File: config.mk
export PLATFORM = sky130hd
export DESIGN_NAME = enum_alu_pipe_flat
export DESIGN_NICKNAME = d
export VERILOG_FILES = /design/src/rtl/enum_alu_pipe_if.sv /design/src/rtl/enum_alu_pipe.sv /design/src/flat_wrapper.sv
export SDC_FILE = /design/constraint.sdc
export NUM_CORES = 1
export LEC_CHECK = 0
export CELL_PAD_IN_SITES_DETAIL_PLACEMENT = 0
export CELL_PAD_IN_SITES_GLOBAL_PLACEMENT = 2
export CORE_MARGIN = 5
export CORE_UTILIZATION = 38
export DETAILED_ROUTE_END_ITERATION = 10
export HOLD_SLACK_MARGIN = 0.03
export PLACE_DENSITY = 0.87
export SKIP_CTS_REPAIR_TIMING = 1
export SLEW_MARGIN = 15
export SYNTH_ARGS = -nofsm -noshare
export SYNTH_HDL_FRONTEND = slang
export SYNTH_SLANG_ARGS = --single-unit
File: constraint.sdc
create_clock -name clk -period 5.6 [get_ports clk]
set_input_delay 0.84 -clock clk [delete_from_list [all_inputs] [get_ports clk]]
set_output_delay 0.84 -clock clk [all_outputs]
set_load 0.01 [all_outputs]
File: src/rtl/enum_alu_pipe_if.sv
`timescale 1ns/1ps
`default_nettype none
// ============================================================================
//  Module      : enum_alu_pipe_if
//  Description : Command/result handshake bundle for enum_alu_pipe.
//                master = command source + result consumer, slave = the ALU.
//  Revision    : 1.0  initial release
// ============================================================================
interface enum_alu_pipe_if #(
    parameter int NBITS = 8,
    parameter int OPW   = 8
);
    logic             in_valid;
    logic             in_ready;
    logic [OPW-1:0]   opc;
    logic [NBITS-1:0] a;
    logic [NBITS-1:0] b;
    logic             out_valid;
    logic             out_ready;
    logic [NBITS-1:0] xout;
    logic             ovf;

    modport master (
        output in_valid, opc, a, b, out_ready,
        input  in_ready, out_valid, xout, ovf
    );

    modport slave (
        input  in_valid, opc, a, b, out_ready,
        output in_ready, out_valid, xout, ovf
    );
endinterface
`default_nettype wire

File: src/rtl/enum_alu_pipe.sv
`timescale 1ns/1ps
`default_nettype none
// ============================================================================
//  Module      : enum_alu_pipe
//  Description : Two-stage opcode-dispatch ALU (INC/ADD/SUB/ACC/CLR, anything
//                else multiplies) with valid/ready on both sides, a persistent
//                accumulator and optional result saturation.
//  Revision    : 1.0  initial release
// ============================================================================
module enum_alu_pipe #(
    parameter int             NBITS    = 8,
    parameter int             OPW      = 8,
    parameter logic [OPW-1:0] OP_INC   = OPW'(17),
    parameter logic [OPW-1:0] OP_ADD   = OPW'(18),
    parameter logic [OPW-1:0] OP_SUB   = OPW'(19),
    parameter logic [OPW-1:0] OP_ACC   = OPW'(20),
    parameter logic [OPW-1:0] OP_CLR   = OPW'(21),
    parameter bit             SATURATE = 1'b0
) (
    input  logic            clk,
    input  logic            rst_n,
    enum_alu_pipe_if.slave  bus
);

    typedef enum logic [2:0] {
        K_INC = 3'd0,
        K_ADD = 3'd1,
        K_SUB = 3'd2,
        K_ACC = 3'd3,
        K_CLR = 3'd4,
        K_MUL = 3'd5
    } op_kind_t;

    // Stage 1: captured command
    logic             r_s1_valid;
    logic [OPW-1:0]   r_s1_opc;
    logic [NBITS-1:0] r_s1_a;
    logic [NBITS-1:0] r_s1_b;

    // Stage 2: registered result
    logic             r_out_valid;
    logic [NBITS-1:0] r_xout;
    logic             r_ovf;

    logic [NBITS-1:0] r_acc;

    logic             w_s2_free;
    logic             w_move;
    logic             w_in_ready;
    logic             w_in_fire;
    op_kind_t         w_kind;

    logic [NBITS:0]     w_add_a1;
    logic [NBITS:0]     w_add_ab;
    logic [NBITS:0]     w_sub_ab;
    logic [NBITS:0]     w_add_acc;
    logic [2*NBITS-1:0] w_mul;

    logic [NBITS-1:0] w_raw;
    logic             w_raw_ovf;
    logic             w_sat_low;
    logic [NBITS-1:0] w_res;

    // Output register can take a new result when empty or being drained this cycle
    assign w_s2_free  = !r_out_valid || bus.out_ready;
    assign w_move     = r_s1_valid && w_s2_free;
    assign w_in_ready = !r_s1_valid || w_s2_free;
    assign w_in_fire  = bus.in_valid && w_in_ready;

    assign bus.in_ready  = w_in_ready;
    assign bus.out_valid = r_out_valid;
    assign bus.xout      = r_xout;
    assign bus.ovf       = r_ovf;

    // Arithmetic is done one bit wider (double width for multiply) so the top bit is carry/borrow
    assign w_add_a1  = {1'b0, r_s1_a} + {{NBITS{1'b0}}, 1'b1};
    assign w_add_ab  = {1'b0, r_s1_a} + {1'b0, r_s1_b};
    assign w_sub_ab  = {1'b0, r_s1_a} - {1'b0, r_s1_b};
    assign w_add_acc = {1'b0, r_acc}  + {1'b0, r_s1_a};
    assign w_mul     = {{NBITS{1'b0}}, r_s1_a} * {{NBITS{1'b0}}, r_s1_b};

    // Decode the parametrised opcode into an operation kind; unmatched codes multiply
    always_comb begin
        w_kind = K_MUL;
        case (r_s1_opc)
            OP_INC:  w_kind = K_INC;
            OP_ADD:  w_kind = K_ADD;
            OP_SUB:  w_kind = K_SUB;
            OP_ACC:  w_kind = K_ACC;
            OP_CLR:  w_kind = K_CLR;
            default: w_kind = K_MUL;
        endcase
    end

    // Select the wrapped result and its overflow/borrow flag for the decoded operation
    always_comb begin
        w_raw     = '0;
        w_raw_ovf = 1'b0;
        w_sat_low = 1'b0;
        case (w_kind)
            K_INC: begin
                w_raw     = w_add_a1[NBITS-1:0];
                w_raw_ovf = w_add_a1[NBITS];
            end
            K_ADD: begin
                w_raw     = w_add_ab[NBITS-1:0];
                w_raw_ovf = w_add_ab[NBITS];
            end
            K_SUB: begin
                w_raw     = w_sub_ab[NBITS-1:0];
                w_raw_ovf = w_sub_ab[NBITS];
                w_sat_low = 1'b1;
            end
            K_ACC: begin
                w_raw     = w_add_acc[NBITS-1:0];
                w_raw_ovf = w_add_acc[NBITS];
            end
            K_CLR: begin
                w_raw     = r_acc;
                w_raw_ovf = 1'b0;
            end
            default: begin
                w_raw     = w_mul[NBITS-1:0];
                w_raw_ovf = |w_mul[2*NBITS-1:NBITS];
            end
        endcase
    end

    // Optional clamp: borrow clamps to zero, every other overflow to all-ones
    always_comb begin
        w_res = w_raw;
        if (SATURATE && w_raw_ovf) begin
            w_res = w_sat_low ? '0 : '1;
        end
    end

    // Stage 1 register: load on accept, empty when its command moves on
    always_ff @(posedge clk or negedge rst_n) begin
        if (!rst_n) begin
            r_s1_valid <= 1'b0;
            r_s1_opc   <= '0;
            r_s1_a     <= '0;
            r_s1_b     <= '0;
        end else begin
            if (w_in_fire) begin
                r_s1_valid <= 1'b1;
                r_s1_opc   <= bus.opc;
                r_s1_a     <= bus.a;
                r_s1_b     <= bus.b;
            end else if (w_move) begin
                r_s1_valid <= 1'b0;
            end
        end
    end

    // Stage 2 register: capture result on move, hold while stalled, drop valid when drained
    always_ff @(posedge clk or negedge rst_n) begin
        if (!rst_n) begin
            r_out_valid <= 1'b0;
            r_xout      <= '0;
            r_ovf       <= 1'b0;
        end else begin
            if (w_move) begin
                r_out_valid <= 1'b1;
                r_xout      <= w_res;
                r_ovf       <= w_raw_ovf;
            end else if (bus.out_ready) begin
                r_out_valid <= 1'b0;
            end
        end
    end

    // Accumulator changes only when its ACC/CLR command moves into stage 2, keeping result order
    always_ff @(posedge clk or negedge rst_n) begin
        if (!rst_n) begin
            r_acc <= '0;
        end else if (w_move) begin
            if (w_kind == K_ACC) begin
                r_acc <= w_res;
            end else if (w_kind == K_CLR) begin
                r_acc <= '0;
            end
        end
    end

endmodule
`default_nettype wire
File: src/flat_wrapper.sv
// flat-port wrapper written by rule: the top's interface ports become plain ports
module enum_alu_pipe_flat 
#(
    parameter int             NBITS    = 8,
    parameter int             OPW      = 8,
    parameter logic [OPW-1:0] OP_INC   = OPW'(17),
    parameter logic [OPW-1:0] OP_ADD   = OPW'(18),
    parameter logic [OPW-1:0] OP_SUB   = OPW'(19),
    parameter logic [OPW-1:0] OP_ACC   = OPW'(20),
    parameter logic [OPW-1:0] OP_CLR   = OPW'(21),
    parameter bit             SATURATE = 1'b0
)
  (clk, rst_n, bus_in_valid, bus_opc, bus_a, bus_b, bus_out_ready, bus_in_ready, bus_out_valid, bus_xout, bus_ovf);
  enum_alu_pipe_if #(.NBITS(NBITS), .OPW(OPW)) bus_i ();
  input  logic clk;
  input  logic rst_n;
  input wire logic [$bits(bus_i.in_valid)-1:0] bus_in_valid;
  input wire logic [$bits(bus_i.opc)-1:0] bus_opc;
  input wire logic [$bits(bus_i.a)-1:0] bus_a;
  input wire logic [$bits(bus_i.b)-1:0] bus_b;
  input wire logic [$bits(bus_i.out_ready)-1:0] bus_out_ready;
  output wire logic [$bits(bus_i.in_ready)-1:0] bus_in_ready;
  output wire logic [$bits(bus_i.out_valid)-1:0] bus_out_valid;
  output wire logic [$bits(bus_i.xout)-1:0] bus_xout;
  output wire logic [$bits(bus_i.ovf)-1:0] bus_ovf;
  assign bus_i.in_valid = bus_in_valid;
  assign bus_i.opc = bus_opc;
  assign bus_i.a = bus_a;
  assign bus_i.b = bus_b;
  assign bus_i.out_ready = bus_out_ready;
  assign bus_in_ready = bus_i.in_ready;
  assign bus_out_valid = bus_i.out_valid;
  assign bus_xout = bus_i.xout;
  assign bus_ovf = bus_i.ovf;
  enum_alu_pipe #(.NBITS(NBITS), .OPW(OPW), .OP_INC(OP_INC), .OP_ADD(OP_ADD), .OP_SUB(OP_SUB), .OP_ACC(OP_ACC), .OP_CLR(OP_CLR), .SATURATE(SATURATE)) u_core (.clk(clk), .rst_n(rst_n), .bus(bus_i));
endmodule
==> out/metrics.sh, run 1 <==
PATH_MAX_FANOUT=15
PLACEMENT.CELL_AREA_UM2=5750
CP_TOP_FAMILY='adder cells'
WORSTPATHCELLLIST='ha_1 > inv_1 > fa_1 > inv_1 > fa_1 > fa_1 > inv_1 > fa_1 > inv_1 > ha_1 > or4_1 > o211ai_1 > o311ai_0 > o21ai_0 > and3_1 > a31oi_1'
DR.PASS1.ITERS=4
PERIOD_MINUS_SLACK_NS=4.85
COREAREA_UM2=13700
DRC_VIOLATIONS=0
CTS.REPORTEDPATHS.CLKPINSLEW_NS=0.07
YS_DOMINANT_REG_CELL='sky130_fd_sc_hd__dfrtp_1'
CLKLATENCYLATEPIN_NS=0.29
FP.DIEW_UM=128
OVERFLOW=0
STDCELL_AREA_UM2=5940
MAX-VDD-IR-DROP_mV=0.342
RSZ0062_AT_GRT='false'
WORST_EP_REQUIRED_TIME_NS=5.77
FINAL_HOLD_VIOL_COUNT=0
GRT_PASS1_WL_UM=22200
DESIGN.FINAL.NETS=741
INSERTEDDIODECOUNT=0
GRT_PASS1_VIAS=4269
STATUS='complete, no violations'
GRT_USAGE_PCT=17.1
START_UTIL_PCT=38.4
SYNTH.MUX.AREA_FRACTION_PCT=7.10
TIMING.CRITICAL_PATH.FROM_TYPE='flop'
TIMING.CLOCK.SKEW_NS=0.00405
FIN_SETUP_TNS_NS=0
SYNTH_TOP_FAMILY_BY_AREA='adder cells'
DIE_H_UM=128
NETLIST_AREA_UM2=5270
FIN_CRIT_SH_PCT=86.5
YOSYS_REGISTER_BITS=43
SYNTH-ADDER-AREA-SHARE_PCT=29.3
TOTALWIRELENGTH_UM=13400
SYNTH_NETS=716
TRITONCTS_CLOCK_TREE='done'
GRT_ANTENNA_BEFORE_REPAIR=0
SYN2LAYOUT_AREA_GROWTH_PCT=12.8
CRIT_ARRIVAL_NS=5.02
NETLIST_INSTANCES=588
POSTSYNTH.ASYNCRESETSHARE_PCT=100
TIMING.CRITICAL_PATH.TO_TYPE='flop'
SYNTH_SEQ_AREA_SHARE_PCT=20.4
SYNTH_SIMPLE_GATE_AREA_SHARE_PCT=16.9
SYNTH_COMPOUND_GATE_AREA_SHARE_PCT=14.9
SYNTH_XOR_XNOR_AREA_SHARE_PCT=3.33
COUNT_OF_BUFFERS_FROM_PORT_BUFFERING=38
NUMCTSBUFFERS=5
ROUTED-VIA-COUNT=4267
MAX-SLEW-MARGIN-REL_PCT=26.1
PLACE_CONGESTION=0.923
DP_HPWL_UM=10400
VIAS_PER_CELL=5.37
FINAL_SETUP_VIOLATION_COUNT=0
WORST-SLEW-PIN-TRANSITION_NS=1.11
TIMING.FINAL.MAX_SLEW_VIOLATIONS=0
AVGROUTEDWIREPERCELL_UM=16.9
SYNTH_EDF_COUNT=0
HTREEDEPTH=2
TOTAL_POWER_mW=3.07
SETUP_SLACK_NS=0.754
LAYOUT.CORE_UTILIZATION_PCT=43.3
GRT_MAX_DEGREE=44
CTS_BUFFER_DEPTH=2
CRITICAL_PATH.MAX_STAGE_DELAY_NS=0.68
BOUNDARYPINS=39
POWER-PER-CELL-AREA_nW_PER_UM2=516
CLOCK_TREE.ROOT_CELL='sky130_fd_sc_hd__clkbuf_16'
LEAKAGEPOWER_nW=2.73
DIE_AREA_UM2=16300
MAX-CAP-VIOLATIONS=0
YS.WARNINGS.COUNT=0
TIMING_WORST_SETUP_PATH_TYPE='reg -> reg'
MAX_FREQ_MHz=206
LAYOUT-DRIVE-GT1-SHARE_PCT=7.49
SLOWEST_STAGE='sky130_fd_sc_hd__dfrtp_1'
DETAIL_ROUTE.ITER0.VIOLATIONS=278
NETLIST-CELL-TYPE-COUNT=57
HOLDWS_NS=0.481
MIN-DELAY-PATH-CLASS='reg -> reg'
POST_SYNTH.CELL_AREA_AVG_UM2=8.96
CORE.ROWCOUNT=43
CP_NUM_BUF_INV=4
PLACE_WORST_SETUP_SLACK_NS=0.774
DPL.CELL_COUNT=786
FINAL-INSTANCE-COUNT-EXCL-FILL=794
CTS.SINKS=43
FINAL_ANTENNA_NET_COUNT=0
==> worst paths after layout <==
check | start | to | slack (ns) | cells after the start
hold reg to reg | u_core.bus.xout[2] | u_core.bus.xout[2] | 0.48 | 2
hold / removal | u_core.bus.xout[2] | u_core.bus.xout[2] | 0.48 | 2
setup / recovery | u_core.r_s1_a[3] | u_core.bus.ovf | 0.75 | 16
min in group asynchronous | rst_n | u_core.bus.xout[6] | 0.62 | 2
setup reg to reg | u_core.r_s1_a[3] | u_core.bus.ovf | 0.75 | 16
max in group asynchronous | rst_n | u_core.r_s1_b[2] | 4.56 | 2
==> synth_stat cells (all sizes together), types with 4 or more instances <==
cell / count / share of area, %
and2: 32 / 3.8
o211ai: 4 / 0.57
mux2: 27 / 5.8
and3: 5 / 0.59
o21ai: 32 / 3.0
o22ai: 4 / 0.47
xnor2: 9 / 1.5
a211oi: 6 / 0.86
or3: 4 / 0.47
nand2: 53 / 3.8
a21o: 6 / 0.86
mux2i: 7 / 1.3
clkbuf: 17 / 1.4
o21a: 4 / 0.57
a21oi: 24 / 2.3
nor2b: 5 / 0.59
dfrtp: 43 / 20
ha: 61 / 14
fa: 39 / 15
xor2: 11 / 1.8
nor2: 27 / 1.9
nand3b: 4 / 0.57
nand3: 8 / 0.76
o31ai: 8 / 1.1
nor3: 10 / 0.95
buf: 6 / 0.71
nand2b: 8 / 0.95
a22o: 4 / 0.67
nand4: 5 / 0.59
a31oi: 9 / 1.1
inv: 74 / 5.3
==> where the power goes <==
part | total (mW) | leakage [nW] | switching (mW) | internal (mW)
clock network | 0.390 | 0.0911 | 0.134 | 0.256
logic | 2.21 | 2.12 | 1.24 | 0.968
registers | 0.466 | 0.515 | 0.0941 | 0.372
==> layout make-up <==
type,instances,area (µm²)
Fill cell,1354,7780
Multi-Input combinational cell,447,3770
Sequential cell,43,1080
Timing Repair Buffer,42,405
Inverter,74,278
Tap cell,180,225
Clock buffer,6,129
Clock inverter,2,60.1
==> worst reg2reg max path, stage by stage, from the launching register on <==
cell and delay, ns:
sky130_fd_sc_hd__dfrtp_1 0.68, sky130_fd_sc_hd__ha_1 0.37, sky130_fd_sc_hd__inv_1 0.09, sky130_fd_sc_hd__fa_1 0.38, sky130_fd_sc_hd__inv_1 0.09, sky130_fd_sc_hd__fa_1 0.41, sky130_fd_sc_hd__fa_1 0.49, sky130_fd_sc_hd__inv_1 0.05
sky130_fd_sc_hd__fa_1 0.53, sky130_fd_sc_hd__inv_1 0.04, sky130_fd_sc_hd__ha_1 0.25, sky130_fd_sc_hd__or4_1 0.53, sky130_fd_sc_hd__o211ai_1 0.28, sky130_fd_sc_hd__o311ai_0 0.19, sky130_fd_sc_hd__o21ai_0 0.11, sky130_fd_sc_hd__and3_1 0.17
sky130_fd_sc_hd__a31oi_1 0.07
==> flip-flops by register name (all words and copies together), names as in the netlist <==
name,cells
u_core.bus.out_valid,1
u_core.bus.ovf,1
u_core.bus.xout,8
u_core.r_acc,8
u_core.r_s1_a,8
u_core.r_s1_b,8
u_core.r_s1_opc,8
u_core.r_s1_valid,1
==> layout by cell type, fill, tap and decap left out, types with 5 or more instances in the layout <==
master and count:
sky130_fd_sc_hd__a21oi_1 24, sky130_fd_sc_hd__nor3_1 10, sky130_fd_sc_hd__nand2b_1 8, sky130_fd_sc_hd__clkbuf_16 5, sky130_fd_sc_hd__nor2_1 27, sky130_fd_sc_hd__nor2b_1 5, sky130_fd_sc_hd__nand2_1 52, sky130_fd_sc_hd__and3_1 5
sky130_fd_sc_hd__o31ai_1 8, sky130_fd_sc_hd__and2_1 32, sky130_fd_sc_hd__clkdlybuf4s50_1 37, sky130_fd_sc_hd__fa_1 39, sky130_fd_sc_hd__a211oi_1 6, sky130_fd_sc_hd__xor2_1 11, sky130_fd_sc_hd__xnor2_1 9, sky130_fd_sc_hd__o21ai_0 29
sky130_fd_sc_hd__a31oi_1 9, sky130_fd_sc_hd__mux2_2 27, sky130_fd_sc_hd__nand4_1 5, sky130_fd_sc_hd__inv_1 74, sky130_fd_sc_hd__dfrtp_1 43, sky130_fd_sc_hd__a21o_1 6, sky130_fd_sc_hd__mux2i_1 7, sky130_fd_sc_hd__ha_1 61
sky130_fd_sc_hd__nand3_1 8
==> logic make-up after synthesis <==
logic type,count (synthesis)
simple gates,173
compound gates,120
fa+ha+maj,100
buf+inv,98
flops,43
mux,34
xor+xnor,20
==> layer usage <==
layer  wire length, µm  vias up  global-route usage [%]
li1                  -     2072                       -
met1              6160     2053                    24.8
met3               899       19                    3.29
met2              6050      123                    25.8
met5                 0        -                       0
met4               323        0                    4.99
(Power assumes the default switching activity.)
==> inputs of run 2 (changes only) <==
--- a/config.mk
+++ b/config.mk
@@ -8,10 +8,11 @@
 export CELL_PAD_IN_SITES_DETAIL_PLACEMENT = 0
 export CELL_PAD_IN_SITES_GLOBAL_PLACEMENT = 2
 export CORE_MARGIN = 5
-export CORE_UTILIZATION = 38
+export CORE_UTILIZATION = 39
+export CTS_BUF_LIST = sky130_fd_sc_hd__clkbuf_4
 export DETAILED_ROUTE_END_ITERATION = 10
 export HOLD_SLACK_MARGIN = 0.03
-export PLACE_DENSITY = 0.87
+export PLACE_DENSITY = 0.89
 export SKIP_CTS_REPAIR_TIMING = 1
 export SLEW_MARGIN = 15
 export SYNTH_ARGS = -nofsm -noshare
==> out/metrics.sh, run 2 (same netlist as run 1, synthesis figures left out) <==
CORE.ROWCOUNT=42  # was 43
FINAL_HOLD_VIOL_COUNT=0  # unchanged
PLACEMENT.CELL_AREA_UM2=5730  # was 5750 µm²
MIN-DELAY-PATH-CLASS='in -> async'  # was reg -> reg
VIAS_PER_CELL=5.52  # was 5.37
MOSTFREQUENTLAYOUTCELLS='74 x sky130_fd_sc_hd__inv_1, 61 x sky130_fd_sc_hd__ha_1, 52 x sky130_fd_sc_hd__nand2_1'  # unchanged
FIN_CRIT_SH_PCT=88.2  # was 86.5%
STATUS='complete, no violations'  # unchanged
MOST_COMMON_CELL_AFTER_LAYOUT_FILL_AND_TAPS_ASIDE='sky130_fd_sc_hd__inv_1'  # unchanged
WORST_EP_REQUIRED_TIME_NS=5.92  # was 5.77 ns
CLOCK_TREE.ROOT_CELL='sky130_fd_sc_hd__clkbuf_4'  # was sky130_fd_sc_hd__clkbuf_16
NUMCTSBUFFERS=5  # unchanged
PLACE_WORST_SETUP_SLACK_NS=0.702  # was 0.774 ns
BOUNDARYPINS=39  # unchanged
TIMING.FINAL.MAX_SLEW_VIOLATIONS=0  # unchanged
SYN2LAYOUT_AREA_GROWTH_PCT=10.5  # was 12.8%
GRT_USAGE_PCT=17.7  # was 17.1%
FINAL-SEQ-AREA_UM2=1080  # unchanged
MULTI_INPUT_COMB_AREA_UM2=3770  # unchanged
TIMING.CLOCK.SKEW_NS=0.0183  # was 0.00405 ns
HTREEDEPTH=2  # unchanged
DIE_AREA_UM2=15900  # was 16300 µm²
FINAL_SETUP_VIOLATION_COUNT=0  # unchanged
STDCELL_AREA_UM2=5820  # was 5940 µm²
TIMING.CRITICAL_PATH.FROM_TYPE='flop'  # unchanged
SETUP_SLACK_NS=0.662  # was 0.754 ns
PLACE_CONGESTION=0.879  # was 0.923
MAX-CAP-VIOLATIONS=0  # unchanged
OVERFLOW=0  # unchanged
COUNT_OF_BUFFERS_FROM_PORT_BUFFERING=38  # unchanged
MAX-SLEW-MARGIN-REL_PCT=28.4  # was 26.1%
CTS.SINKS=43  # unchanged
CLKLATENCYLATEPIN_NS=0.41  # was 0.29 ns
GRT_PASS1_WL_UM=22600  # was 22200 µm
LAYOUT-DRIVE-GT1-SHARE_PCT=7.35  # was 7.49%
FINAL.FILL_COUNT=1348  # was 1354
PERIOD_MINUS_SLACK_NS=4.94  # was 4.85 ns
DESIGN.FINAL.NETS=739  # was 741
PATH_MAX_FANOUT=18  # was 15
DETAIL_ROUTE.ITER0.VIOLATIONS=306  # was 278
FP.DIEW_UM=126  # was 128 µm
CTS.REPORTEDPATHS.CLKPINSLEW_NS=0.16  # was 0.07 ns
DIE_H_UM=126  # was 128 µm
RSZ0062_AT_GRT='false'  # unchanged
POWER-PER-CELL-AREA_nW_PER_UM2=501  # was 516 nW/µm²
DRC_VIOLATIONS=0  # unchanged
TOTAL_POWER_mW=2.92  # was 3.07 mW
COREAREA_UM2=13200  # was 13700 µm²
CRIT_ARRIVAL_NS=5.25  # was 5.02 ns
TRITONCTS_CLOCK_TREE='done'  # unchanged
AVGROUTEDWIREPERCELL_UM=17.4  # was 16.9 µm
GRT_ANTENNA_BEFORE_REPAIR=0  # unchanged
WORST-SLEW-PIN-TRANSITION_NS=1.07  # was 1.11 ns
DR.PASS1.ITERS=4  # unchanged
MAX-VDD-IR-DROP_mV=0.280  # was 0.342 mV
DP_HPWL_UM=10500  # was 10400 µm
GRT_MAX_DEGREE=44  # unchanged
FIN_SETUP_TNS_NS=0  # unchanged
CTS_BUFFER_DEPTH=2  # unchanged
TIMING_WORST_SETUP_PATH_TYPE='reg -> reg'  # unchanged
ROUTED-VIA-COUNT=4354  # was 4267
TIMING.CRITICAL_PATH.TO_TYPE='flop'  # unchanged
FINAL_ANTENNA_NET_COUNT=0  # unchanged
START_UTIL_PCT=39.8  # was 38.4%
MAX_FREQ_MHz=203  # was 206 MHz
TOTALWIRELENGTH_UM=13700  # was 13400 µm
GRT_PASS1_VIAS=4259  # was 4269
LEAKAGEPOWER_nW=2.67  # was 2.73 nW
run 2: changes by cell type in the layout (fill, tap and decap cells not counted), sizes merged:
cell	change
clkbuf	-1
clkinv	+2
bufinv	-1
diode	+1
buf	-2
run 2: report_power, final:
part	switching (mW)	internal [mW]	total, mW
clock	0.124	0.0940	0.218
sequential	0.104	0.371	0.475
combinational	1.26	0.966	2.22
run 2: worst paths after layout:
kind / start / endpoint / slack (ns) / cells past startpoint
max: u_core.r_s1_a[1] / u_core.bus.ovf / 0.66 / 15
min: rst_n / u_core.bus.ovf / 0.40 / 1
max reg2reg: u_core.r_s1_a[1] / u_core.bus.ovf / 0.66 / 15
min reg2reg: u_core.bus.xout[2] / u_core.bus.xout[2] / 0.50 / 2
max in group asynchronous: rst_n / u_core.r_s1_a[5] / 4.76 / 1
min in group clk: u_core.bus.xout[2] / u_core.bus.xout[2] / 0.50 / 2
run 2: layout make-up:
class / count / share of cell area (%)
Sequential cell: 43 / 18.5
Timing Repair Buffer: 40 / 6.75
Multi-Input combinational cell: 447 / 64.8
Antenna cell: 1 / 0.0430
Clock buffer: 5 / 0.645
Tap cell: 176 / 3.78
Clock inverter: 3 / 0.752
Inverter: 74 / 4.77
run 2: per-layer routing:
layer | track usage, % | wire length (µm) | vias up
met5 | 0 | 0 | -
met4 | 4.54 | 216 | 0
met3 | 2.79 | 529 | 14
met2 | 27.2 | 6330 | 102
met1 | 26.0 | 6620 | 2176
li1 | - | - | 2062
run 2: worst max-delay path, stage by stage, from the launching register on:
cell and delay (ns):
sky130_fd_sc_hd__dfrtp_1 0.84, sky130_fd_sc_hd__nand2_1 0.16, sky130_fd_sc_hd__fa_1 0.52, sky130_fd_sc_hd__fa_1 0.54
sky130_fd_sc_hd__inv_1 0.05, sky130_fd_sc_hd__fa_1 0.53, sky130_fd_sc_hd__inv_1 0.05, sky130_fd_sc_hd__fa_1 0.52
sky130_fd_sc_hd__inv_1 0.04, sky130_fd_sc_hd__ha_1 0.25, sky130_fd_sc_hd__or4_1 0.51, sky130_fd_sc_hd__o211ai_1 0.30
sky130_fd_sc_hd__o311ai_0 0.20, sky130_fd_sc_hd__o21ai_0 0.10, sky130_fd_sc_hd__and3_1 0.16, sky130_fd_sc_hd__a31oi_1 0.06
run 2: per-stage QoR:
stage                     hold WS, ns  util, %  cells
after detailed placement        0.474     43.3    780
after global routing            0.439     43.9    788
final                           0.405     44.0    789
after floorplan                 0.471        -    588
after CTS                       0.505     43.9    788
after global placement          0.460     43.3    780
